**src/rtl/bsearch_pkg.sv**
```systemverilog
// Shared types and constants for the binary search engine.
package bsearch_pkg;

    typedef enum logic [2:0] {
        IDLE,
        CALC,
        WAIT,
        CMP,
        DONE
    } state_t;

    localparam int MAX_MEM_LATENCY = 4;
    localparam int CNT_W           = $clog2(MAX_MEM_LATENCY);

    // Signed interval bounds need room for R = -1 and L = DEPTH.
    function automatic int idx_width(input int addr_w);
        return addr_w + 2;
    endfunction

endpackage

```
**src/rtl/bsearch_datapath.sv**
```systemverilog
// Datapath for the binary search engine: target, interval bounds, probe
// index, read-latency counter, result registers and the comparator.
// Optional macro BSEARCH_LOWER_BOUND_EN adds the insert_pos output.
module bsearch_datapath
    import bsearch_pkg::*;
#(
    parameter int DATA_W      = 8,
    parameter int ADDR_W      = 5,
    parameter int MEM_LATENCY = 1
) (
    input  logic              clk,
    input  logic              reset_n,
    input  logic              init,
    input  logic              calc_m,
    input  logic              move_l,
    input  logic              move_r,
    input  logic              load_cnt,
    input  logic              dec_cnt,
    input  logic              set_found,
    input  logic [DATA_W-1:0] target_in,
    input  logic [DATA_W-1:0] mem_data,
    output logic              eq,
    output logic              lt,
    output logic              empty,
    output logic              wait_zero,
    output logic [ADDR_W-1:0] mid,
    output logic              found,
    output logic [ADDR_W-1:0] index
`ifdef BSEARCH_LOWER_BOUND_EN
    ,
    output logic [ADDR_W:0]   insert_pos
`endif
);

    localparam int IDX_W = idx_width(ADDR_W);
    localparam int DEPTH = 1 << ADDR_W;
    localparam logic signed [IDX_W-1:0] HI_INIT  = IDX_W'(DEPTH - 1);
    localparam logic signed [IDX_W-1:0] ONE      = IDX_W'(1);
    localparam logic [CNT_W-1:0]        CNT_INIT = CNT_W'(MEM_LATENCY - 1);

    logic [DATA_W-1:0]        target;
    logic signed [IDX_W-1:0]  lo;
    logic signed [IDX_W-1:0]  hi;
    logic signed [IDX_W-1:0]  mid_ext;
    logic [CNT_W-1:0]         cnt;

    assign mid_ext   = $signed({{(IDX_W - ADDR_W){1'b0}}, mid});
    assign eq        = (mem_data == target);
    assign lt        = (mem_data < target);
    assign empty     = (lo > hi);
    assign wait_zero = (cnt == '0);

`ifdef BSEARCH_LOWER_BOUND_EN
    // After a miss the lower bound has settled on the first word above target.
    assign insert_pos = found ? {1'b0, index} : lo[ADDR_W:0];
`endif

    // Register updates driven by the controller strobes.
    always_ff @(posedge clk or negedge reset_n) begin
        if (!reset_n) begin
            target <= '0;
            lo     <= '0;
            hi     <= '0;
            mid    <= '0;
            cnt    <= '0;
            found  <= 1'b0;
            index  <= '0;
        end else begin
            if (init) begin
                target <= target_in;
                lo     <= '0;
                hi     <= HI_INIT;
                found  <= 1'b0;
                index  <= '0;
            end
            if (calc_m) begin
                mid <= ADDR_W'((lo + hi) >>> 1);
            end
            if (move_l) begin
                lo <= mid_ext + ONE;
            end
            if (move_r) begin
                hi <= mid_ext - ONE;
            end
            if (load_cnt) begin
                cnt <= CNT_INIT;
            end else if (dec_cnt) begin
                cnt <= cnt - CNT_W'(1);
            end
            if (set_found) begin
                found <= 1'b1;
                index <= mid;
            end
        end
    end

endmodule

```
**src/rtl/binary_search_engine.sv**
```systemverilog
// Binary search over a sorted synchronous-read RAM with start/done handshake.
// Optional macro BSEARCH_LOWER_BOUND_EN adds insert_pos (lower-bound result).
//
// state | meaning
// IDLE  | waiting for start
// CALC  | check for empty interval, compute probe index
// WAIT  | let the RAM read settle for MEM_LATENCY cycles
// CMP   | compare read word with target, narrow interval
// DONE  | one-cycle done pulse
module binary_search_engine
    import bsearch_pkg::*;
#(
    parameter int DATA_W      = 8,
    parameter int ADDR_W      = 5,
    parameter int MEM_LATENCY = 1
) (
    input  logic              clk,
    input  logic              reset_n,
    input  logic              start,
    input  logic [DATA_W-1:0] target_in,
    output logic [ADDR_W-1:0] mem_addr,
    input  logic [DATA_W-1:0] mem_data,
    output logic              busy,
    output logic              done,
    output logic              found,
    output logic [ADDR_W-1:0] index
`ifdef BSEARCH_LOWER_BOUND_EN
    ,
    output logic [ADDR_W:0]   insert_pos
`endif
);

    state_t state;
    state_t state_next;

    logic init;
    logic calc_m;
    logic move_l;
    logic move_r;
    logic load_cnt;
    logic dec_cnt;
    logic set_found;
    logic eq;
    logic lt;
    logic empty;
    logic wait_zero;

    bsearch_datapath #(
        .DATA_W      (DATA_W),
        .ADDR_W      (ADDR_W),
        .MEM_LATENCY (MEM_LATENCY)
    ) u_datapath (
        .clk        (clk),
        .reset_n    (reset_n),
        .init       (init),
        .calc_m     (calc_m),
        .move_l     (move_l),
        .move_r     (move_r),
        .load_cnt   (load_cnt),
        .dec_cnt    (dec_cnt),
        .set_found  (set_found),
        .target_in  (target_in),
        .mem_data   (mem_data),
        .eq         (eq),
        .lt         (lt),
        .empty      (empty),
        .wait_zero  (wait_zero),
        .mid        (mem_addr),
        .found      (found),
        .index      (index)
`ifdef BSEARCH_LOWER_BOUND_EN
        ,
        .insert_pos (insert_pos)
`endif
    );

    assign busy = (state != IDLE);
    assign done = (state == DONE);

    // State register.
    always_ff @(posedge clk or negedge reset_n) begin
        if (!reset_n) begin
            state <= IDLE;
        end else begin
            state <= state_next;
        end
    end

    // Next-state and datapath strobes.
    always_comb begin
        state_next = state;
        init       = 1'b0;
        calc_m     = 1'b0;
        move_l     = 1'b0;
        move_r     = 1'b0;
        load_cnt   = 1'b0;
        dec_cnt    = 1'b0;
        set_found  = 1'b0;
        case (state)
            IDLE: begin
                if (start) begin
                    init       = 1'b1;
                    state_next = CALC;
                end
            end
            CALC: begin
                if (empty) begin
                    state_next = DONE;
                end else begin
                    calc_m     = 1'b1;
                    load_cnt   = 1'b1;
                    state_next = WAIT;
                end
            end
            WAIT: begin
                if (wait_zero) begin
                    state_next = CMP;
                end else begin
                    dec_cnt = 1'b1;
                end
            end
            CMP: begin
                if (eq) begin
                    set_found  = 1'b1;
                    state_next = DONE;
                end else if (lt) begin
                    move_l     = 1'b1;
                    state_next = CALC;
                end else begin
                    move_r     = 1'b1;
                    state_next = CALC;
                end
            end
            DONE: begin
                state_next = IDLE;
            end
            default: begin
                state_next = IDLE;
            end
        endcase
    end

endmodule

```
**config.mk**
```make
export PLATFORM = sky130hd
export DESIGN_NAME = binary_search_engine
export DESIGN_NICKNAME = d
export VERILOG_FILES = /design/src/rtl/bsearch_pkg.sv /design/src/rtl/bsearch_datapath.sv /design/src/rtl/binary_search_engine.sv
export SDC_FILE = /design/constraint.sdc
export NUM_CORES = 1
export LEC_CHECK = 0
export ABC_AREA = 1
export CAP_MARGIN = 20
export CORE_MARGIN = 4
export CORE_UTILIZATION = 40
export CTS_CLUSTER_DIAMETER = 200
export DETAILED_ROUTE_END_ITERATION = 10
export GPL_ROUTABILITY_DRIVEN = 0
export PLACE_DENSITY = 0.68
export SLEW_MARGIN = 20
export SYNTH_ARGS = -nofsm -noshare
export SYNTH_HDL_FRONTEND = slang
export SYNTH_SLANG_ARGS = --single-unit
```
**constraint.sdc**
```tcl
create_clock -name clk -period 2.3 [get_ports clk]
set_clock_uncertainty 0.2 [all_clocks]
set_input_delay 0.575 -clock clk [delete_from_list [all_inputs] [get_ports clk]]
set_output_delay 0.575 -clock clk [all_outputs]
set_load 0.05 [all_outputs]
```
# Yosys cells after proc, flatten, opt, wreduce, memory -nomap -nowiden

Index checks and enable logic that the tools add are counted.

$add $sub $neg: 4
Multiplexer cells: 29
Reductions and logical operators: 8
Order comparisons: 2
Eq/ne operators: 7

Operators by type and width:

| cell                  | number |
|---|---|
| $mux W7               | 4 |
| $mux W1               | 16 |
| $mux W3               | 4 |
| $pmux W3 S4           | 1 |
| $mux W5               | 2 |
| $eq A8 B8 Y1          | 1 |
| $lt A8 B8 Y1          | 1 |
| $reduce_bool A2 Y1    | 4 |
| $gt A7 B7 Y1          | 1 |
| $add A5 B1 Y6 const B | 1 |
| $add A6 B6 Y6         | 1 |
| $eq A3 B2 Y1 const B  | 2 |
| $sub A5 B1 Y6 const B | 1 |
| $mux W2               | 2 |
| $eq A3 B1 Y1 const B  | 1 |
| $eq A3 B3 Y1 const B  | 1 |
| $logic_not A3 Y1      | 1 |
| $reduce_bool A3 Y1    | 1 |
| $logic_not A2 Y1      | 1 |
| $ne A2 B1 Y1 const B  | 1 |
| $ne A2 B2 Y1 const B  | 1 |
| $reduce_and A2 Y1     | 1 |
| $sub A2 B1 Y2 const B | 1 |

Input port bits: 19
Word-level logic and storage cells: 58
Flip-flop bits (word level): 38
Output and inout port bits: 13

# Longest topological paths before layout

Depth in word-level cells: 5
Gate-level depth with buffers: 13
Mapped depth without buffers: 13

# Cells and area by module

From an unflattened synthesis, not the netlist that was laid out.

Cell total of the unflattened synthesis: 257
Area total of the unflattened synthesis: 2130.8 sq um

Modules (own cells, without submodules):

| module               | sequential area each (sq um) | cells each | instances | area each (sq um) |
|---|---|---|---|---|
| bsearch_datapath     | 825.8                        | 226        | 1         | 1921.8 |
| binary_search_engine | 75.1                         | 31         | 1         | 209.0 |

# Worst setup path after synthesis

OpenSTA, ideal clock, no wires.

Path type: register -> output
From: register state[2]
To: output done
Cell stages (with the launch flop): 3
Slack: 24 ps
Buffers on the path: 0
Arrival time: 1501 ps
Required time: 1525 ps
Path through: dfrtp_1 inv_1 nor3_1

Cells in the longest elaborated chain, start to end: 1

RTL lines:

| what                   | line                       | source |
|---|---|---|
| from (decl)            | binary_search_engine.sv:33 | `state_t state;` |
| from (signal assigned) | binary_search_engine.sv:85 | `state <= state_next;` |
| $eq A3 B3 Y1           | binary_search_engine.sv:78 | `assign done = (state == DONE);` |
| to (decl)              | binary_search_engine.sv:24 | `output logic done,` |

Every way passes these cells.

# Worst setup path after layout

From: register u_datapath.index[1]
To: output index[1]

RTL lines:

| what                   | line                       | source |
|---|---|---|
| from (decl)            | bsearch_datapath.sv:28     | `output logic [ADDR_W-1:0] index` |
| from (signal assigned) | bsearch_datapath.sv:92     | `index <= mid;` |
| to (decl)              | binary_search_engine.sv:26 | `output logic [ADDR_W-1:0] index` |

No word-level cell between the ends.

==> results.json <==
{
  "synth-seq-area-share": 0.3911,
  "grt_setup_unrepaired": "false",
  "number_of_sinks_driven_by_the_clock_tree": 36,
  "netlist.top_cell.by_area": "dfrtp_1",
  "critical_path.cell_chain": "clkdlybuf4s50_1",
  "wl_per_cell_um": 11.78,
  "crit_path_top_delay_cell": "clkdlybuf4s50_1",
  "ctsResizeCount": 0,
  "syn_avg_cell_area_um2": 8.026,
  "ys.warnings.count": 0,
  "vias": 1903,
  "async_reset_ff_frac": 1.000,
  "ioPinCount": 32,
  "drtAntennaViolNets": 0,
  "worst-setup-path-type": "flop to output pin",
  "internal_power_uw": 1859,
  "hold_violations": 0,
  "vdd_drop_max_mv": 0.5785,
  "place.detailed.hpwl_um": 3736,
  "maximum_number_of_pins_on_one_net_before_global_route_repair": 37,
  "power.net_switching_uw": 1761,
  "effective_utilization_at_floorplan": 0.4158,
  "comb_power_share": 0.572,
  "cts_max_path_buffers": 2,
  "tightestPinTransition_ns": 0.6252,
  "die-width_um": 83.89,
  "tritoncts": "done",
  "n_fill_cell": 561,
  "synth.distinct_cells": 31,
  "critPathCaptureType": "output pin",
  "syn-instance-count": 287,
  "seq_power_share": 0.295,
  "status": "completed",
  "dp.cells": 392,
  "critical_path_peak_fanout": 2,
  "critical_hold_path_startpoint": "u_datapath.target[0]",
  "setup_viol_count_final": 0,
  "grt_overflow": 0,
  "worst-endpoint-required_ns": 1.52,
  "whs_endpoint": "u_datapath.target[0]",
  "synth.most_common_cell": "nand2_1",
  "number_of_antenna_violations_at_the_first_check_in_global_routing": 0,
  "achievable-frequency_ghz": 0.4471,
  "track_usage": 0.1487,
  "synth_top_flop_cell": "dfrtp_1",
  "core_region_area_mm2": 0.005540,
  "max_cap_viol_count": 0,
  "post_cts.repair.setup_buffers": 0,
  "slack_of_the_worst_reg_to_reg_path_ns": 0.30,
  "cts-hold-fix-buffers": 0,
  "yosys_register_bits": 36,
  "crit_path_arrival_time_ns": 1.46,
  "path_clk_slew_ns": 0.08,
  "synth_largest_type_area_fraction": 0.3911,
  "power.static_leakage_uw": 0.001476,
  "final_cells": 400,
  "synth_commonest_cells": "76 x nand2_1, 44 x inv_1, 43 x nand3_1, 36 x dfrtp_1, 23 x ha_1",
  "post_synthesis_cell_area_mm2": 0.002303,
  "htree_num_levels": 2,
  "worst_flop_to_flop_path_endpoint": "u_datapath.mid[2]",
  "synth_edf_count": 0,
  "root_buffer": "clkbuf_8",
  "holdPathStages": 2,
  "routed_via_density": 4.758,
  "die_y_um": 83.89,
  "grt_pass1_wl_um": 8597,
  "period_minus_slack_ns": 2.237,
  "design.final.nets": 370,
  "drt_drc_violations_left": 0,
  "area_growth_pct": 22.00,
  "p_clk_frac": 0.133,
  "timing.critical_path.max_delay_family": "buffers and inverters",
  "drt-pass1-iter-count": 4,
  "placement_rows": 27,
  "cts_buffers": 5,
  "io_buffer_count": 31,
  "max-slew-margin-rel": 0.5809,
  "regToRegStartpoint": "u_datapath.hi[2]",
  "via_count_of_the_first_global_routing_pass": 1909,
  "drt_iter0_markers": 72,
  "multi_input_area_mm2": 0.001201,
  "post_route_wl_um": 4710,
  "final-max-slew-violation-count": 0,
  "post-route-period-util": 0.9724,
  "reg2regPathDepth": 9,
  "floorplan.die_area_mm2": 0.007037,
  "power.share.switching": 0.4864,
  "category_of_the_worst_setup_path_launch_point": "flop",
  "slowest_delay_ns": 0.81,
  "register_cell_area_after_layout_um2": 900.9,
  "diodes": 0,
  "cp_num_buf_inv": 1,
  "ys_top_cells_by_area": "dfrtp_1 39%, ha_1 12%, nand2_1 12%, nand3_1 9.3%, inv_1 7.2%",
  "power-per-cell-area_mw_per_mm2": 1288,
  "hp-class": "flop to flop",
  "layout-drive-gt1-share": 0.1189,
  "clkLatencyLatePin_ns": 0.29,
  "final_util": 0.5072,
  "synth_nets": 330
}
-- logic make-up (layout without fill, tap and decap cells) --
family                     after synthesis  count (layout)  share of synthesized area
and+or+nand+nor                        144             144                     0.2944
buffers and inverters                   50              91                    0.08745
DFF                                     36              36                     0.3911
AOI/OAI and AO/OA                       26              26                    0.06681
adders and majority gates               24              24                     0.1336
xor gates and xnor gates                 7               7                    0.02662
-- worst min-delay path, cell delays in order, from the launching register on --
cell and delay, ns:
dfrtp_1 0.35, nand2_1 0.05, nand2_1 0.05
-- area by class of cell --
class                      instances  area share
timing repair buffer              38      0.1256
sequential                        36      0.3206
clock buffer                       7     0.03072
tap                               72     0.03206
multi-input combinational        201      0.4274
inverter                          45     0.06100
clock inverter                     1    0.002671
-- power groups by stage --
stage	Sequential, uW	Clock, uW	Combinational [uW]
after floorplan	1150	0	1490
after global placement	1070	0	2050
after detailed placement	1080	0	2090
after CTS	1070	491	2100
after global routing	1110	517	2410
final	1070	482	2070
-- sequential cells by signal, indices dropped and copies added (netlist names) --
| signal | cells |
|---|---|
| u_datapath.found | 1 |
| u_datapath.hi | 6 |
| u_datapath.index | 5 |
| u_datapath.lo | 6 |
| u_datapath.cnt | 2 |
| u_datapath.target | 8 |
| u_datapath.mid | 5 |
| state | 3 |
-- layer usage --
metal,share of wire,routed length [um],global-route usage,up-vias
met5,0,0,0,-
met4,0.0062,29,0.03947,0
met3,0.021,97,0.03159,4
met2,0.47,2199,0.2328,18
met1,0.51,2384,0.2080,883
li1,-,-,-,998
-- worst max-delay path by stage --
stage / startpoint / depth (start not counted) / to
floorplan: state[2] / 2 / done
global placement: mem_data[7] / 11 / u_datapath.hi[1]
detailed placement: mem_data[7] / 11 / u_datapath.hi[2]
CTS: u_datapath.index[3] / 1 / index[3]
global route: u_datapath.index[4] / 1 / index[4]
finish: u_datapath.index[1] / 1 / index[1]
-- per-stage QoR --
stage               setup TNS, ns  area (um2)  power [uW]  hold slack [ns]  worst slack [ns]
floorplan                       0        2303        2645          0.07941           0.02354
global placement          -0.6720        2716        3122           0.2663          -0.07783
detailed placement        -0.8921        2716        3168           0.2713           -0.1047
CTS                             0        2810        3660           0.2920           0.05195
global route                    0        2810        4033           0.3313           0.01128
finish                          0        2810        3620           0.2877           0.06337
-- cell usage in the layout, fill, tap and decap left out, types with 2 or more instances in the layout --
master	Yosys	layout
nand4_1	3	3
nand3_1	43	43
nor2_1	8	8
xor2_1	6	6
clkdlybuf4s50_1	0	22
nand2_4	4	4
dfrtp_1	36	36
nand2_1	76	76
a21oi_1	4	4
ha_1	23	23
nand2_2	2	2
clkbuf_8	0	6
o21ai_0	15	15
inv_1	44	44
buf_4	0	15
nor2_2	2	2
a21o_1	2	2
(Power assumes the default switching activity.)
